[src/rtl/l1inval_tx_pkg.sv]
`default_nettype none
// +----------------------------------------------------------------------+
// | l1inval_pkg: shared constants for the CPX invalidation transmitter   |
// | Revision: 1.0                                                        |
// +----------------------------------------------------------------------+
package l1inval_pkg;

  localparam int CPX_W = 145;
  localparam int VEC_W = 112;
  localparam int SEL_W = 2;
  localparam int RTN_W = 4;
  localparam int PAD_W = CPX_W - 1 - RTN_W - SEL_W - VEC_W;

  localparam logic [RTN_W-1:0] RTNTYP_EVICT = 4'b0011;

  // Bits {0,1,4,5,32,35,56,57,60,61,88,91}
  localparam logic [VEC_W-1:0] HIT0_MASK = 112'h0000_0900_0000_3300_0009_0000_0033;
  // Bits {0,4,32,35,56,60,88,91}
  localparam logic [VEC_W-1:0] HIT1_MASK = 112'h0000_0900_0000_1100_0009_0000_0011;

  typedef logic [2:0] state_t;

  localparam state_t ST_IDLE   = 3'd0;
  localparam state_t ST_LOOKUP = 3'd1;
  localparam state_t ST_SEND0  = 3'd2;
  localparam state_t ST_SEND1  = 3'd3;
  localparam state_t ST_DONE   = 3'd4;

endpackage
`default_nettype wire

[src/rtl/l1inval_tx_if.sv]
`default_nettype none
// +----------------------------------------------------------------------+
// | l1inval_tx_if: request, directory and CPX signals of the transmitter |
// | Revision: 1.0                                                        |
// +----------------------------------------------------------------------+
interface l1inval_tx_if;
  import l1inval_pkg::*;

  logic             dir_ready;
  logic             req;
  logic [39:0]      address;
  logic             ifill;
  logic [VEC_W-1:0] inval_vect0;
  logic [VEC_W-1:0] inval_vect1;
  logic             busy;
  logic             done;
  logic [CPX_W-1:0] cpx_pkt;
  logic             cpx_valid;
  logic             cpx_ready;

  // Bridge / directory / CPX side
  modport master (
    output dir_ready, req, address, ifill, inval_vect0, inval_vect1, cpx_ready,
    input  busy, done, cpx_pkt, cpx_valid
  );

  // Transmitter side
  modport slave (
    input  dir_ready, req, address, ifill, inval_vect0, inval_vect1, cpx_ready,
    output busy, done, cpx_pkt, cpx_valid
  );

endinterface
`default_nettype wire

[src/rtl/l1inval_tx_cpx_evict_fmt.sv]
`default_nettype none
// +----------------------------------------------------------------------+
// | cpx_evict_fmt: builds a CPX eviction packet from vector + line select|
// | Revision: 1.0                                                        |
// +----------------------------------------------------------------------+
module cpx_evict_fmt
  import l1inval_pkg::*;
(
  input  logic [VEC_W-1:0] vect_i,
  input  logic [SEL_W-1:0] line_sel_i,
  output logic [CPX_W-1:0] pkt_o
);

  assign pkt_o = {1'b1, RTNTYP_EVICT, {PAD_W{1'b0}}, line_sel_i, vect_i};

endmodule
`default_nettype wire

[src/rtl/l1inval_tx.sv]
`default_nettype none
// +----------------------------------------------------------------------+
// | l1inval_tx: serialises L1 directory invalidation vectors into CPX    |
// | eviction packets. Revision: 1.0                                      |
// +----------------------------------------------------------------------+
module l1inval_tx
  import l1inval_pkg::*;
(
  input  logic         clk,
  input  logic         reset,
  l1inval_tx_if.slave  bus
);

  state_t           state_q, state_d;
  logic [SEL_W-1:0] addr_sel_q;
  logic             ifill_q;
  logic [VEC_W-1:0] vect0_q;
  logic [VEC_W-1:0] vect1_q;
  logic             any0_q;
  logic             any1_q;

  logic             accept;
  logic             any0;
  logic             any1;
  logic             send;
  logic             handshake;
  logic [VEC_W-1:0] fmt_vect;
  logic [SEL_W-1:0] fmt_sel;
  logic [CPX_W-1:0] fmt_pkt;

  assign accept    = bus.req && bus.dir_ready && (state_q == ST_IDLE);
  // Hit detection looks at the live directory outputs; only meaningful in LOOKUP
  assign any0      = |(bus.inval_vect0 & HIT0_MASK);
  assign any1      = ifill_q && (|(bus.inval_vect1 & HIT1_MASK));
  assign send      = (state_q == ST_SEND0) || (state_q == ST_SEND1);
  assign handshake = send && bus.cpx_ready;

  always_comb begin
    state_d = state_q;
    case (state_q)
      ST_IDLE:   if (accept) state_d = ST_LOOKUP;
      ST_LOOKUP: begin
        if (any0)      state_d = ST_SEND0;
        else if (any1) state_d = ST_SEND1;
        else           state_d = ST_DONE;
      end
      ST_SEND0:  if (handshake) state_d = any1_q ? ST_SEND1 : ST_DONE;
      ST_SEND1:  if (handshake) state_d = ST_DONE;
      ST_DONE:   state_d = ST_IDLE;
      default:   state_d = ST_IDLE;
    endcase
  end

  always_ff @(posedge clk or negedge reset) begin
    if (!reset) begin
      state_q    <= ST_IDLE;
      addr_sel_q <= '0;
      ifill_q    <= 1'b0;
      vect0_q    <= '0;
      vect1_q    <= '0;
      any0_q     <= 1'b0;
      any1_q     <= 1'b0;
    end else begin
      state_q <= state_d;
      if (accept) begin
        addr_sel_q <= bus.address[5:4];
        ifill_q    <= bus.ifill;
      end
      if (state_q == ST_LOOKUP) begin
        vect0_q <= bus.inval_vect0;
        vect1_q <= bus.inval_vect1;
        any0_q  <= any0;
        any1_q  <= any1;
      end
    end
  end

  // Packet 1 always targets the odd line of the pair
  assign fmt_vect = (state_q == ST_SEND1) ? vect1_q : vect0_q;
  assign fmt_sel  = (state_q == ST_SEND1) ? {addr_sel_q[1], 1'b1} : addr_sel_q;

  cpx_evict_fmt u_fmt (
    .vect_i     (fmt_vect),
    .line_sel_i (fmt_sel),
    .pkt_o      (fmt_pkt)
  );

  assign bus.cpx_valid = send;
  assign bus.cpx_pkt   = send ? fmt_pkt : '0;
  assign bus.busy      = (state_q != ST_IDLE);
  assign bus.done      = (state_q == ST_DONE);

endmodule
`default_nettype wire

[src/flat_wrapper.sv]
// flat-port wrapper written by rule: the top's interface ports become plain ports
module l1inval_tx_flat import l1inval_pkg::*;
  (clk, reset, bus_dir_ready, bus_req, bus_address, bus_ifill, bus_inval_vect0, bus_inval_vect1, bus_cpx_ready, bus_busy, bus_done, bus_cpx_pkt, bus_cpx_valid);
  l1inval_tx_if bus_i ();
  input  logic clk;
  input  logic reset;
  input wire logic [$bits(bus_i.dir_ready)-1:0] bus_dir_ready;
  input wire logic [$bits(bus_i.req)-1:0] bus_req;
  input wire logic [$bits(bus_i.address)-1:0] bus_address;
  input wire logic [$bits(bus_i.ifill)-1:0] bus_ifill;
  input wire logic [$bits(bus_i.inval_vect0)-1:0] bus_inval_vect0;
  input wire logic [$bits(bus_i.inval_vect1)-1:0] bus_inval_vect1;
  input wire logic [$bits(bus_i.cpx_ready)-1:0] bus_cpx_ready;
  output wire logic [$bits(bus_i.busy)-1:0] bus_busy;
  output wire logic [$bits(bus_i.done)-1:0] bus_done;
  output wire logic [$bits(bus_i.cpx_pkt)-1:0] bus_cpx_pkt;
  output wire logic [$bits(bus_i.cpx_valid)-1:0] bus_cpx_valid;
  assign bus_i.dir_ready = bus_dir_ready;
  assign bus_i.req = bus_req;
  assign bus_i.address = bus_address;
  assign bus_i.ifill = bus_ifill;
  assign bus_i.inval_vect0 = bus_inval_vect0;
  assign bus_i.inval_vect1 = bus_inval_vect1;
  assign bus_i.cpx_ready = bus_cpx_ready;
  assign bus_busy = bus_i.busy;
  assign bus_done = bus_i.done;
  assign bus_cpx_pkt = bus_i.cpx_pkt;
  assign bus_cpx_valid = bus_i.cpx_valid;
  l1inval_tx u_core (.clk(clk), .reset(reset), .bus(bus_i));
endmodule
[config.mk]
export PLATFORM = sky130hd
export DESIGN_NAME = l1inval_tx_flat
export DESIGN_NICKNAME = d
export VERILOG_FILES = /design/src/rtl/l1inval_tx_pkg.sv /design/src/rtl/l1inval_tx_if.sv /design/src/rtl/l1inval_tx_cpx_evict_fmt.sv /design/src/rtl/l1inval_tx.sv /design/src/flat_wrapper.sv
export SDC_FILE = /design/constraint.sdc
export NUM_CORES = 1
export LEC_CHECK = 0
export ABC_AREA = 1
export CAP_MARGIN = 30
export CORE_AREA = 2 2 170 172
export CTS_CLUSTER_SIZE = 20
export DETAILED_ROUTE_END_ITERATION = 10
export DIE_AREA = 0 0 172 174
export PLACE_DENSITY = 0.8
export SYNTH_ARGS = -nofsm -noshare
export SYNTH_HDL_FRONTEND = slang
export SYNTH_HIERARCHICAL = 1
export SYNTH_SLANG_ARGS = --single-unit
[constraint.sdc]
create_clock -name clk -period 1.9 [get_ports clk]
set_input_delay 0.19 -clock clk [delete_from_list [all_inputs] [get_ports clk]]
set_output_delay 0.19 -clock clk [all_outputs]
set_load 0.01 [all_outputs]
* Word level (Yosys, flattened, before mapping) *
Cells that the tools add are included.

word-level totals
  output and inout bits = 148
  input bits = 270
  bits in registers = 231
  logic and storage cells = 33

operators by class
  reduce and logical (&&, ||, !) cells = 10
  multiplexer cells = 10
  equality and inequality tests = 7

operators by type and width
  cell                                                 number
  2-to-1 mux 145 bit                                   1
  2-to-1 mux 112 bit                                   1
  2-to-1 mux 3 bit                                     6
  case mux 3 bit (4 select lines)                      1
  OR reduction 12 bit                                  1
  OR reduction 8 bit                                   1
  equality test 3 x 2 -> 1 bit, second input constant  2
  != test 2 x 1 -> 1 bit, second input constant        3
  logical AND 1 bit                                    4
  equality test 3 x 1 -> 1 bit, second input constant  1
  equality test 3 bit, second input constant           1
  logical NOT 3 bit                                    1
  AND reduction 3 bit                                  1
  nonzero test 3 bit                                   1
  logical OR 1 bit                                     1
  2-to-1 mux 1 bit                                     1

* Longest topological paths before layout *
Gate-level depths: netlist of the first run.

  depth in word-level cells = 5
  gate-level depth with buffers = 10

* Hierarchy *
The synthesis of the first run kept the hierarchy.

modules (own cells, without submodules)
  module         instances  cells each  area an instance (sq um)
  l1inval_tx     1          1676        11339.6
  cpx_evict_fmt  1          147         1096.1

* Worst setup path after synthesis of the first run *
No wires, ideal clock.

  path type = register to output
  from = register u_core.state_q[2]
  to = output port bus_cpx_pkt[100]
  cell stages (with the launch flop) = 9
  path buffers = 3
  arrival = 1485 ps
  data required time = 1710 ps
  setup slack = 225 ps
  cell sequence = dfrtp_1 nor3_4 buf_2 buf_2 nand2_1 nand2_1 buf_4 inv_1 nor2_1

between the ends
  cells in the longest elaborated chain, start to end = 3
  elaborated cells on any way between the ends = 5
  those cells by class = 2 x eq/ne; 2 x mux; 1 x reduce/logical

RTL lines
  element                       RTL line            text
  start, declared               l1inval_tx.sv:14    state_t state_q, state_d;
  start signal, assigned        l1inval_tx.sv:64    state_q <= state_d;
  equality test 3 x 2 -> 1 bit  l1inval_tx.sv:79    assign fmt_vect = (state_q == ST_SEND1) ? vect1_q : vect0_q;
  2-to-1 mux 112 bit            l1inval_tx.sv:79
  net u_core.fmt_vect[100]      l1inval_tx.sv:27    logic [VEC_W-1:0] fmt_vect;
  2-to-1 mux 145 bit            l1inval_tx.sv:89    assign bus.cpx_pkt = send ? fmt_pkt : '0;
  end, declared                 flat_wrapper.sv:16  output wire logic [$bits(bus_i.cpx_pkt)-1:0] bus_cpx_pkt;

The timed path passes the listed nets, and every way through them passes these cells.

* Worst setup path in the final report of the first run *
  from = register u_core.state_q[0]
  to = output port bus_cpx_pkt[2]

Same word-level chain as after synthesis.

==> qor.csv, run 1 <==
stage,metric,value,unit
synthesis,ys_types,20,
power_and_ir_drop,power.leakage,0.00955,uW
synthesis,synth-main-ff-cell,dfrtp_1,
grt,grt_pass1_wl,60400,um
sta,maxSlewHeadroom,62.0,%
placement,dpl_cell_area,15600,um^2
drt,drtIter0Drc,923,
grt,grtUsageTotal,25.6,%
finish,drive_gt1_share,16.3,%
setup_path,critPathMaxFanout,12,
sta,skew,0.0107,ns
clock_tree,cts_buffers,26,
synthesis,ys_seq_area_share,46.5,%
synthesis,yosysTopAreaCellShare,46.5,%
drt,postRouteAntennaNets,0,
clock_tree,clock_sinks,231,
placement,gp_congestion,0.872,
synthesis,avgSynthCellArea,6.82,um^2
synthesis,ys_seq_elements,231,
sta,fin_crit_sh,122,%
drt,routed_wirelength,39700,um
clock_tree,clock_path_buffers,3,
setup_path,cp-end-kind,output port,
sta,clock.fmax,0.431,GHz
drt,avgViaCountPerCell,4.76,
grt,grt_max_degree,111,
synthesis,synth-edff-count,0,
clock_tree,cts.htree.levels,1,
sta,finalMaxSlewViolations,0,
setup_path,reg2reg_from,u_core/state_q[2],
clock_tree,cts_tree,yes,
synthesis,netlist_top_cells_area,"dfrtp_1 46%, nand2_1 30%, buf_4 8.8%, inv_1 4.9%, nor2_1 4.6%",
run_status,status,"complete, but fails checks",
synthesis,synth_common_cells,"1,007 x nand2_1, 231 x dfrtp_1, 162 x inv_1",
sta,setup_ws,-0.418,ns
die,die_w,172,um
min_path,min_path_type,in2reg,
power_and_ir_drop,peakVddDrop,0.679,mV
setup_path,crit_required,1.71,ns
power_and_ir_drop,pwr_density_cell,1500,nW/um^2
synthesis,yosys_warnings,6,
flow_run,drv_cap,0,
synthesis,netlist_area,12400,um^2
drt,via_count,11900,
drt,first_pass_iters,5,
min_path,min_from,bus_inval_vect0[54],
die,initial_core_util,44.0,%
die,die_h,174,um
clock_tree,path_clk_slew,0.06,ns
clock_tree,cts_root_buf,clkbuf_16,
die,die_area,29900,um^2
setup_path,critical_path.startpoint,u_core/state_q[0],
synthesis,synth_top_cell_by_area,dfrtp_1,
synthesis,yosysMostFrequentCell,nand2_1,
setup_path,start_kind,register,
drt,wire_per_inst,15.9,um
drt,drcViolationCount,0,
synthesis,postSynthCellCount,1823,
die,ios,418,
sta,rsz0062_at_grt,true,
sta,setup_viol,114,
finish,area_growth,38.7,%
sta,hold_ws,0.198,ns
sta,tightestPinTransition,0.569,ns
finish,final_nets,2359,
grt,overflow,0,
grt,antenna_found_initial,4,
sta,finalHoldViolations,0,
setup_path,crit_type,reg2out,
synthesis,async_reset_ff_share,100,%
placement,port_buffers,351,
clock_tree,clk_latency,0.53,ns
run_status,violations,negative setup slack,
finish,design_area,17200,um^2
placement,hpwlAfterDp,23300,um
grt,grt_pass1_vias,11600,
die,coreArea,28200,um^2
die,num_rows,62,
setup_path,worst_ep_arrival_time,2.13,ns
sta,period_minus_slack,2.32,ns
metal layers:
layer,up-vias,wire length [um],track usage (%)
li1,5662,-,-
met1,5499,15600,32.1
met2,584,19100,42.9
met3,116,3170,4.46
met4,2,1810,11.6
met5,-,13,0
registers in the layout (all words and copies together), names as in the netlist:
name,flops
u_core/state_q,3
u_core/vect0_q,112
u_core/any1_q,1
u_core/vect1_q,112
u_core/ifill_q,1
u_core/addr_sel_q,2
power breakdown:
group | internal, uW | leakage [uW] | switching [uW]
clock network | 3010 | 0.000427 | 1990
registers | 7390 | 0.00284 | 1430
logic | 5000 | 0.00628 | 7120
total | 15400 | 0.00955 | 10500
placed cells by master, fill, tap and decap left out, drive strengths merged:
cell / count
clkinv: 4
mux2: 3
dlygate4sd3: 1
bufinv: 1
buf: 201
dfrtp: 231
nand4: 2
nor2: 155
inv: 167
diode: 3
o21bai: 1
conb: 31
or2: 1
clkbuf: 43
bufbuf: 4
dlygate4sd2: 1
nand2: 1007
nor3: 3
a21oi: 2
clkdlybuf4s50: 230
o21ai: 14
nand3: 2
clkinvlp: 1
worst max-delay path: stages (launching register included):
cell and delay, ns:
dfrtp_1 0.40, inv_2 0.09, nor3_4 0.06, buf_12 0.14, buf_12 0.13, inv_16 0.14, clkbuf_16 0.18, nand2_1 0.06
nand2_1 0.07, inv_1 0.05, nor2_1 0.14, buf_2 0.15
metrics by stage:
| stage | total power [uW] | instances | setup WS [ns] | TNS [ns] | utilization (%) |
|---|---|---|---|---|---|
| CTS | 25500 | 2483 | -0.472 | -41.41 | 60.2 |
| finish | 25900 | 2492 | -0.418 | -39.12 | 61.1 |
| detailed placement | 19400 | 2389 | -0.263 | -18.61 | 55.2 |
| floorplan | 17100 | 1852 | 0.225 | 0 | - |
| global route | 27900 | 2492 | -0.507 | -50.11 | 61.1 |
| global placement | 19000 | 2389 | -0.216 | -15.11 | 55.2 |
repair_timing:
item                                    in CTS  in global routing
endpoints found under the hold margin       57                  0
hold buffers                                 1                  0
setup buffers                               29                 10
cloned                                      20                  6
pin swaps                                   38                 42
gates resized for setup                    574                 75
endpoints found under the setup margin     120                217
logic make-up (layout without fill, tap and decap cells):
logic type / Yosys count / count (layout) / share of synthesized area, %
muxes: 3 / 3 / 0.272
buffers and inverters: 400 / 653 / 16.9
and+or+nand+nor: 1170 / 1170 / 35.5
DFF: 231 / 231 / 46.5
AOI/OAI and AO/OA: 17 / 17 / 0.704
other: 2 / 34 / 0.0604
worst paths after layout:
check	endpoint	cells past startpoint	slack, ns
max	bus_cpx_pkt[2]	11	-0.42
min reg2reg	u_core/vect1_q[57]	2	0.48
max reg2reg	u_core/vect0_q[2]	8	0.10
max in group asynchronous	u_core/vect1_q[109]	3	1.02
min	u_core/vect0_q[54]	3	0.20
min in group asynchronous	u_core/vect1_q[61]	2	0.21
layout make-up:
| cell class | count | area (um^2) |
|---|---|---|
| multi-input cells | 1221 | 4890 |
| fillers | 2389 | 11000 |
| inverters | 166 | 657 |
| clock inverters | 7 | 66.3 |
| flip-flops and latches | 231 | 5780 |
| clock buffers | 37 | 793 |
| repair buffers | 443 | 4570 |
| diodes | 3 | 7.51 |
| well taps | 384 | 480 |
Note: power is estimated with default switching activity, not from simulation.
==> run 2: changes to the inputs <==
--- a/config.mk
+++ b/config.mk
@@ -12,6 +12,8 @@
 export DETAILED_ROUTE_END_ITERATION = 10
 export DIE_AREA = 0 0 172 174
 export PLACE_DENSITY = 0.8
+export RECOVER_POWER = 50
+export SKIP_CTS_REPAIR_TIMING = 1
 export SYNTH_ARGS = -nofsm -noshare
 export SYNTH_HDL_FRONTEND = slang
 export SYNTH_HIERARCHICAL = 1
==> qor.csv, run 2 (same netlist as run 1, synthesis figures left out) <==
stage,metric,value,unit
run_status,status,"complete, but fails checks",
run_status,violations,negative setup slack,
die,die_w,172,um
sta,setup_ws,-0.401,ns
clock_tree,clk_latency,0.52,ns
placement,hpwlAfterDp,23300,um
finish,reg.largest.list,"u_core/vect0_q x112, u_core/vect1_q x112, u_core/state_q x3",
clock_tree,clock_sinks,231,
drt,routed_wirelength,37300,um
power_and_ir_drop,peakVddDrop,0.926,mV
clock_tree,cts_buffers,26,
grt,grt_pass1_vias,11000,
sta,clock.fmax,0.435,GHz
drt,avgViaCountPerCell,4.71,
finish,mostFrequentLayoutCell,nand2_1,
clock_tree,cts_root_buf,clkbuf_16,
drt,drcViolationCount,0,
sta,hold_ws,0.197,ns
setup_path,cpLargestDelayFamily,buffers and inverters,
clock_tree,clock_path_buffers,3,
setup_path,worst_ep_arrival_time,2.11,ns
finish,final_core_util,59.3,%
grt,grtUsageTotal,22.1,%
die,die_area,29900,um^2
sta,finalMaxSlewViolations,0,
sta,skew,0.00738,ns
placement,gp_congestion,0.872,
power_and_ir_drop,pwr_density_cell,1500,nW/um^2
setup_path,crit_buf_inv,7,
setup_path,crit_required,1.71,ns
finish,final_cell_mix,"941 x nand2_1, 231 x dfrtp_1, 230 x clkdlybuf4s50_1, 145 x inv_1, 137 x nor2_1",
die,num_rows,62,
sta,fin_crit_sh,121,%
clock_tree,cts.htree.levels,1,
setup_path,critical_path.most_common_cell,nand2_1,
setup_path,crit_chain,inv_2 > nor3_4 > buf_12 > inv_12 > clkbuf_16 > buf_4 > nand2_1 > nand2_1 > inv_1 > nor2_1 > clkbuf_2,
clock_tree,path_clk_slew,0.06,ns
clock_tree,cts_tree,yes,
sta,finalHoldViolations,0,
drt,wire_per_inst,15.1,um
setup_path,crit_slowest_cell,dfrtp_1,
die,coreArea,28200,um^2
min_path,min_path_type,in2reg,
sta,maxSlewHeadroom,39.1,%
placement,port_buffers,351,
flow_run,drv_cap,0,
sta,tightestPinTransition,0.914,ns
die,ios,418,
setup_path,ff2ff_path_depth,10,
sta,finalSetupTns,-35.53,ns
grt,overflow,0,
finish,area_growth,34.6,%
setup_path,start_kind,register,
sta,period_minus_slack,2.30,ns
setup_path,crit_cells,11,
die,initial_core_util,44.0,%
grt,grt_max_degree,111,
sta,rsz0062_at_grt,true,
die,die_h,174,um
setup_path,critPathMaxFanout,8,
setup_path,cp-end-kind,output port,
finish,layout.cells.non_filler,2469,
setup_path,crit_type,reg2out,
power_and_ir_drop,power.leakage,0.00935,uW
sta,setup_viol,118,
drt,via_count,11600,
placement,dp.cells,2389,
drt,first_pass_iters,5,
grt,grt_pass1_wl,53700,um
finish,final_nets,2338,
setup_path,cpPeakStageDelay,0.38,ns
drt,drtIter0Drc,844,
grt,antenna_found_initial,2,
finish,drive_gt1_share,16.3,%
min_path,hold_depth,3,
drt,postRouteAntennaNets,0,
run 2: changes by cell type in the layout (fill, tap and decap cells not counted), sizes merged:
cell          delta
dlymetal6s2s     +3
clkbuf          +44
diode            -2
buf             -63
dlygate4sd2      -1
bufbuf           -4
run 2: final timing paths:
check	from	endpoint	slack, ns
worst max-delay path	u_core/state_q[1]	bus_cpx_pkt[95]	-0.40
worst min-delay path	bus_inval_vect0[79]	u_core/vect0_q[79]	0.20
worst max register to register	u_core/state_q[2]	u_core/state_q[0]	0.05
worst min register to register	u_core/vect0_q[96]	u_core/vect0_q[96]	0.48
max in group asynchronous	reset	u_core/vect1_q[109]	0.34
min in group asynchronous	reset	u_core/vect0_q[75]	0.36
run 2: area by class of cell:
cell class              count  area, um^2
repair buffers            422        4030
diodes                      1        2.50
clock buffers              37         793
multi-input cells        1221        4940
clock inverters             7        66.3
well taps                 384         480
fillers                  2433       11500
flip-flops and latches    231        5780
inverters                 166         643
run 2: stage by stage:
stage | area (um^2) | power, uW | setup WS, ns
floorplan | 12500 | 17100 | 0.225
global placement | 15600 | 19000 | -0.216
detailed placement | 15600 | 19400 | -0.263
CTS | 16400 | 24500 | -0.831
global route | 16700 | 27200 | -0.506
finish | 16700 | 25200 | -0.401
run 2: worst min-delay path: stages:
cell             delay (ns)
clkdlybuf4s50_1        0.40
nand2_1                0.06
nand2_1                0.04
run 2: where the power goes:
| part | total [uW] | switching, uW | internal (uW) |
|---|---|---|---|
| clock | 5000 | 1980 | 3010 |
| combinational | 11300 | 6860 | 4460 |
| sequential | 8840 | 1450 | 7390 |
run 2: per-layer routing:
layer / track usage, % / routed length (um) / vias to the layer above
li1: - / - / 5618
met1: 27.9 / 14700 / 5373
met2: 37.9 / 18200 / 545
met3: 3.64 / 2930 / 103
met4: 8.51 / 1470 / 2
met5: 0 / 13 / -
